==> src/rtl/led_seq_pkg.sv <==
// Shared definitions for the LED sequencer controller: mode encoding and
// switch-bus bit positions.
package led_seq_pkg;

  typedef enum logic [1:0] {
    MODE_SHIFT = 2'b00,
    MODE_FLASH = 2'b01,
    MODE_HOLD  = 2'b10
  } mode_e;

  localparam int SW_RUN     = 0;
  localparam int SW_RATE_LO = 1;
  localparam int SW_RATE_HI = 2;
  localparam int SW_DIR     = 3;

endpackage

==> src/rtl/btn_edge_detect.sv <==
// Push-button front end: 2-flop synchronizer, optional debounce filter
// (LED_SEQ_DEBOUNCE_EN) and a one-cycle press pulse on the accepted rising edge.
module btn_edge_detect #(
  parameter int DEBOUNCE_CYCLES = 16
) (
  input  logic clock,
  input  logic i_reset_n,
  input  logic i_btn,
  output logic o_press
);

  logic       r_sync1;
  logic       r_sync2;
  logic       r_prev;
  logic       r_armed;
  logic [1:0] r_fill;
  logic       w_level;

  always_ff @(posedge clock or negedge i_reset_n) begin
    if (!i_reset_n) begin
      r_sync1 <= 1'b0;
      r_sync2 <= 1'b0;
    end else begin
      r_sync1 <= i_btn;
      r_sync2 <= r_sync1;
    end
  end

`ifdef LED_SEQ_DEBOUNCE_EN
  localparam int NB_DB = $clog2(DEBOUNCE_CYCLES + 1);

  logic [NB_DB-1:0] r_db_cnt;
  logic             r_stable;

  // The level only moves once the synchronizer has disagreed with it for a full window.
  always_ff @(posedge clock or negedge i_reset_n) begin
    if (!i_reset_n) begin
      r_db_cnt <= '0;
      r_stable <= 1'b0;
    end else if (r_sync2 == r_stable) begin
      r_db_cnt <= '0;
    end else if (r_db_cnt == NB_DB'(DEBOUNCE_CYCLES - 1)) begin
      r_stable <= r_sync2;
      r_db_cnt <= '0;
    end else begin
      r_db_cnt <= r_db_cnt + 1'b1;
    end
  end

  assign w_level = r_stable;
`else
  logic w_unused_db;
  assign w_unused_db = (DEBOUNCE_CYCLES > 0);
  assign w_level     = r_sync2;
`endif

  // Edges are only honoured after the button has been seen released, so a
  // button held through reset release never produces a press.
  always_ff @(posedge clock or negedge i_reset_n) begin
    if (!i_reset_n) begin
      r_prev  <= 1'b0;
      r_armed <= 1'b0;
      r_fill  <= 2'd0;
    end else begin
      r_prev <= w_level;
      if (r_fill != 2'd2) r_fill <= r_fill + 2'd1;
      if (r_fill == 2'd2 && !r_sync2 && !w_level) r_armed <= 1'b1;
    end
  end

  assign o_press = r_armed & w_level & ~r_prev;

endmodule

==> src/rtl/led_seq_ctrl.sv <==
// LED shift-register sequencer: switch-selected tick rate, push-button mode FSM
// (SHIFT/FLASH/HOLD) and registered per-tick commands. Optional LED_SEQ_DEBOUNCE_EN.
module led_seq_ctrl
  import led_seq_pkg::*;
#(
  parameter int                    NB_COUNTER      = 32,
  parameter int                    NB_SW           = 4,
  parameter logic [NB_COUNTER-1:0] R0_LIMIT        = NB_COUNTER'(2**(NB_COUNTER-10) - 1),
  parameter logic [NB_COUNTER-1:0] R1_LIMIT        = NB_COUNTER'(2**(NB_COUNTER-9) - 1),
  parameter logic [NB_COUNTER-1:0] R2_LIMIT        = NB_COUNTER'(2**(NB_COUNTER-8) - 1),
  parameter logic [NB_COUNTER-1:0] R3_LIMIT        = NB_COUNTER'(2**(NB_COUNTER-7) - 1),
  parameter int                    DEBOUNCE_CYCLES = 16
) (
  input  logic             clock,
  input  logic             i_reset_n,
  input  logic [NB_SW-1:0] i_sw,
  input  logic             i_btn,
  output logic             o_valid,
  output logic             o_shift_en,
  output logic             o_dir,
  output logic             o_flash,
  output logic [1:0]       o_mode
);

  logic [NB_COUNTER-1:0] r_count;
  logic [NB_COUNTER-1:0] w_limit;
  logic                  w_tick;
  logic                  w_press;
  mode_e                 r_mode;
  logic                  r_valid;
  logic                  r_shift_en;
  logic                  r_flash;
  logic                  r_dir;

  btn_edge_detect #(
    .DEBOUNCE_CYCLES(DEBOUNCE_CYCLES)
  ) u_btn (
    .clock    (clock),
    .i_reset_n(i_reset_n),
    .i_btn    (i_btn),
    .o_press  (w_press)
  );

  always_comb begin
    w_limit = R0_LIMIT;
    unique case (i_sw[SW_RATE_HI:SW_RATE_LO])
      2'd0: w_limit = R0_LIMIT;
      2'd1: w_limit = R1_LIMIT;
      2'd2: w_limit = R2_LIMIT;
      2'd3: w_limit = R3_LIMIT;
    endcase
  end

  assign w_tick = i_sw[SW_RUN] && (r_count == w_limit);

  // A count already past a newly selected, smaller limit wraps silently.
  always_ff @(posedge clock or negedge i_reset_n) begin
    if (!i_reset_n) begin
      r_count <= '0;
    end else if (i_sw[SW_RUN]) begin
      if (r_count >= w_limit) r_count <= '0;
      else                    r_count <= r_count + 1'b1;
    end
  end

  // Tick commands use the mode current at the tick; a coincident press lands afterwards.
  always_ff @(posedge clock or negedge i_reset_n) begin
    if (!i_reset_n) begin
      r_mode     <= MODE_SHIFT;
      r_valid    <= 1'b0;
      r_shift_en <= 1'b0;
      r_flash    <= 1'b0;
      r_dir      <= 1'b0;
    end else begin
      r_valid    <= w_tick;
      r_shift_en <= w_tick && (r_mode == MODE_SHIFT);
      r_flash    <= w_tick && (r_mode == MODE_FLASH);
      if (w_tick) r_dir <= i_sw[SW_DIR];
      case (r_mode)
        MODE_SHIFT: if (w_press) r_mode <= MODE_FLASH;
        MODE_FLASH: if (w_press) r_mode <= MODE_HOLD;
        MODE_HOLD:  if (w_press) r_mode <= MODE_SHIFT;
        default:    r_mode <= MODE_SHIFT;
      endcase
    end
  end

  assign o_valid    = r_valid;
  assign o_shift_en = r_shift_en;
  assign o_flash    = r_flash;
  assign o_dir      = r_dir;
  assign o_mode     = r_mode;

endmodule
==> config.mk <==
export PLATFORM = sky130hd
export DESIGN_NAME = led_seq_ctrl
export DESIGN_NICKNAME = d
export VERILOG_FILES = /design/src/rtl/led_seq_pkg.sv /design/src/rtl/btn_edge_detect.sv /design/src/rtl/led_seq_ctrl.sv
export SDC_FILE = /design/constraint.sdc
export NUM_CORES = 1
export LEC_CHECK = 0
export ABC_CLOCK_PERIOD_IN_PS = 1900
export BUFFER_PORTS_ARGS = -buffer_cell sky130_fd_sc_hd__clkbuf_2
export CAP_MARGIN = 20
export CELL_PAD_IN_SITES_DETAIL_PLACEMENT = 1
export CELL_PAD_IN_SITES_GLOBAL_PLACEMENT = 1
export CORE_ASPECT_RATIO = 1.1
export CORE_MARGIN = 3
export CORE_UTILIZATION = 47
export DETAILED_ROUTE_END_ITERATION = 10
export PLACE_DENSITY = 0.89
export REMOVE_ABC_BUFFERS = 1
export SLEW_MARGIN = 20
export SYNTH_ARGS = -nofsm -noshare
export SYNTH_HDL_FRONTEND = slang
export SYNTH_HIERARCHICAL = 1
export SYNTH_SLANG_ARGS = --single-unit
==> constraint.sdc <==
create_clock -name clock -period 1.9 [get_ports clock]
set_input_delay 0.19 -clock clock [delete_from_list [all_inputs] [get_ports clock]]
set_output_delay 0.19 -clock clock [all_outputs]
set_load 0.01 [all_outputs]
==> run summary <==
The routed wirelength normalized by instance count is 22.0 um. Setup repair after global routing could not meet its margin everywhere. The floorplan has 25 rows. The internal portion of the total power is 1.46 mW.

The number of antenna violations at the first check in global routing came out at 0. The total standard cell area after synthesis came out at 0.00220 mm^2. For this run, the register share of the synthesized area comes to 0.500. During placement, the flow inserted port buffers numbering 12.

The number of instances in the synthesized netlist came out at 224. The routability congestion estimate came out at 0.839. The required arrival time at the worst endpoint came out at 2.11 ns. The relative max-transition margin is 0.618. For the worst setup path, the data arrival time is 2.20 ns.

The post-synthesis cell type with the largest combined area is dfrtp_1. The length in cells of the worst reg-to-reg path is 8. The global routing usage summed across all routing layers is 0.248.

For this run, design rule violations remaining after detail routing come to 0. The proportion of power drawn by combinational gates is 0.183. The number of warnings reported in the yosys synthesis log came out at 6. The post-layout worst setup margin is -0.0937 ns. The critical path start-end classification is flop to flop. The final instance area is 0.00269 mm^2.

The run finished, with violations left. Setup violations remaining at the end of the flow were counted as 7. The number of distinct library cells after synthesis is 33. The synthesized area per cell came out at 9.83 um^2. The tool flagged a number of max-cap violations equal to 0. The number of antenna diodes is 0. The final total power is 2.12 mW. Along the worst path, the maximum fanout reaches 6.

Ranked by total cell area, the synthesized netlist is headed by dfrtp_1 (50%), xor2_1 (6.4%), nor2_1 (6.1%), nand4_1 (3.7%), nand3_1 (3.4%). The compound-cell area share of the yosys netlist was 0.0586. The total negative slack for setup checks came out at -0.337 ns. The share of synthesized area in the top cell type comes to 0.500. The static leakage power came out at 1.25 nW.

The transition time at the pin with the least slew margin is 0.572 ns. The number of endpoints with negative hold slack in the final report is 0. The detailed-route via count came out at 1948. The register bit total from synthesis came out at 44. 13 I/O pins were placed. The die is 71.2 um wide.

The number of global-route vias before repair came out at 2043. The fraction of the cycle the final worst path needs came out at 1.05. The worst hold path belongs to the class input pin to flop. The floorplan step defined a die boundary enclosing 0.00554 mm^2. Counting the fill cells in the layout gives 488. The H-tree was split into 2 levels. The clock slew seen by the registers of the worst setup and hold paths came out at 0.09 ns. STA classifies the critical path startpoint as a flop. The worst hold path stage count is 2.

Summed over all nets, the switching power comes to 666 uW. The largest vdd supply drop came out at 0.691 mV. For this run, the detailed router's first-pass iteration total came to 4. The maximum clock frequency is 502 MHz.

The end-of-flow core utilization is 0.610. The buffer levels on the longest clock path is 2. The post-placement setup slack came out at 0.0262 ns. The post-synthesis share of cell area spent on and, or, nand and nor gates came out at 0.281. The clock net in this run drives a total of 44 sinks. Once detail routing completed, the nets flagged for antenna violations numbered 0.

Of the total power, the share spent switching nets is 0.314. At the end of the flow, the number of nets in the layout was 278. TritonCTS built the clock tree.

The power per cell area came out at 789 mW/mm^2. The clock network fraction of total power came out at 0.298. The worst reg-to-reg setup slack came out at -0.09 ns. The share of total power dissipated in sequential elements is 0.519. Clock skew on the completed layout was measured at 0.0148 ns. The combinational family with the most area after synthesis is simple AND/OR/NAND/NOR gates. The checks that failed: setup timing. The final period demand of the worst path is 1.99 ns.

The max-slew violation total from the final report is 0. The kind of end point of the critical path is a flop. The routed wire length came out at 7070 um. The post-place instance area is 0.00243 mm^2. The floorplan step defined a core boundary enclosing 0.00441 mm^2. The fraction of layout cells with a size suffix above 1 came out at 0.266. The die span in y is 77.8 um. Of the total synthesized cell area, the portion taken by XOR and XNOR cells is 0.0915.

The latest clock arrival within the worst-skew pair came out at 0.32 ns. The number of DRC markers after the initial detailed-route iteration came out at 94. For this configuration, the core starts out at a cell density of 0.499. The sum of overflow across all layers after global routing is 0. Relative to the synthesized area, the layout overhead comes to 22.3%.

The portion of netlist area occupied by mux cells is 0.00966. The wire length of the first global-routing pass came out at 10400 um. The placed wire-length estimate is 4020 um. The largest net degree at the start of global routing came out at 45. The tree is rooted in a clkbuf_8. The arithmetic-cell share of the synthesized area counting full adders, half adders and majority gates came out at 0.0284.

In the routed layout, each cell is associated on average with a via count of 6.07. Counting the buffers created by CTS gives 5.
==> cell families (layout without fill, tap and decap cells) <==
group	after synthesis	in the layout
muxes	2	2
AOI/OAI and AO/OA	22	22
and+or+nand+nor	114	114
adders and majority gates	5	5
xor gates and xnor gates	23	23
DFF	44	44
buffers and inverters	14	57
==> stage by stage <==
step / hold WS, ns / instances
after floorplan: -0.106 / 220
after global placement: 0.299 / 304
after detailed placement: 0.301 / 304
after CTS: 0.0948 / 315
after global routing: 0.118 / 321
final: 0.120 / 321
==> metal layers <==
metal,wire length (um),GRT usage,share of wire,vias to the layer above
li1,-,-,-,867
met1,2750,0.283,0.39,994
met2,3720,0.433,0.53,58
met3,265,0.0557,0.038,29
met4,329,0.118,0.047,0
met5,0,0,0,-
==> Yosys cell counts <==
master and instances:
or3_1 3, and2_1 2, o21ba_2 2, and3_2 1, clkbuf_1 2, and3_1 6, and4_1 3, ha_1 5
mux2_2 1, nand4_1 13, nor4_1 6, nor3b_1 1, nand4_4 1, a21oi_1 4, nor4b_4 1, nand2b_1 2
buf_6 2, nor2_1 36, nor4_4 1, and3b_1 1, a21o_2 1, xor2_1 16, nand2_1 16, nand3_1 15
xnor2_1 7, a21oi_2 1, mux2i_1 1, dfrtp_1 44, nor3_1 5, inv_1 10, o21ai_0 13, a31oi_1 1
nor2b_1 1
==> cell usage in the layout, fill, tap and decap left out, types with 2 or more instances in the layout <==
cell / Yosys / layout
dfrtp_1: 44 / 40
nor2_1: 36 / 33
buf_4: 0 / 22
nand2_1: 16 / 15
xor2_1: 16 / 15
nand3_1: 15 / 13
nand4_1: 13 / 13
o21ai_0: 13 / 12
clkbuf_2: 0 / 12
inv_1: 10 / 10
and3_1: 6 / 6
xnor2_1: 7 / 6
clkbuf_8: 0 / 6
nor4_1: 6 / 5
nor3_1: 5 / 4
a21oi_1: 4 / 4
ha_1: 5 / 4
dfrtp_2: 0 / 4
nor2_2: 0 / 3
or3_1: 3 / 3
buf_6: 2 / 3
and4_4: 0 / 2
nand3_2: 0 / 2
and2_1: 2 / 2
o21ba_2: 2 / 2
dlygate4sd3_1: 0 / 2
==> final timing paths <==
check	from	to
setup / recovery	r_count[1]	r_count[20]
hold / removal	i_sw[3]	o_dir
setup reg to reg	r_count[1]	r_count[20]
hold reg to reg	u_btn/r_sync1	u_btn/r_sync2
max in group asynchronous	i_reset_n	r_count[12]
min in group asynchronous	i_reset_n	r_count[26]
==> sequential cells by signal, indices dropped and copies added (netlist names) <==
| name | count |
|---|---|
| u_btn/r_fill | 2 |
| o_valid | 1 |
| o_shift_en | 1 |
| o_dir | 1 |
| u_btn/r_prev | 1 |
| u_btn/r_sync2 | 1 |
| o_flash | 1 |
| u_btn/r_armed | 1 |
| r_count | 32 |
| u_btn/r_sync1 | 1 |
| o_mode | 2 |
==> critical path, cell delays in order, from the launching register on <==
cell	delay, ns
dfrtp_1	0.42
ha_2	0.21
buf_6	0.12
nand4_1	0.19
nor4_2	0.39
buf_4	0.22
nand2_1	0.09
xor2_1	0.18
nor2_1	0.06
==> timing repair <==
action | CTS | global route
endpoints found under the setup margin | 4 | 25
hold buffers | 2 | 0
pin swaps | 3 | 12
buffers inserted | 1 | 6
endpoints found under the hold margin | 45 | 0
resized for setup | 2 | 23
==> power by group through the flow <==
stage               Combinational (mW)  Clock, mW  Sequential [mW]
floorplan                        0.137          0             1.11
global placement                 0.295          0             1.10
detailed placement               0.314          0             1.10
CTS                              0.337      0.650             1.09
global route                     0.420      0.688             1.11
finish                           0.388      0.632             1.10
==> layout make-up <==
class,instances,area [um^2],share of cell area
inverter,10,37.5,0.0139
clock buffer,7,86.3,0.0321
timing repair buffer,39,279,0.104
sequential,44,1110,0.411
tap,54,67.6,0.0251
multi-input combinational,166,1110,0.411
clock inverter,1,7.51,0.00279
Power figures use the tool's default switching activity.
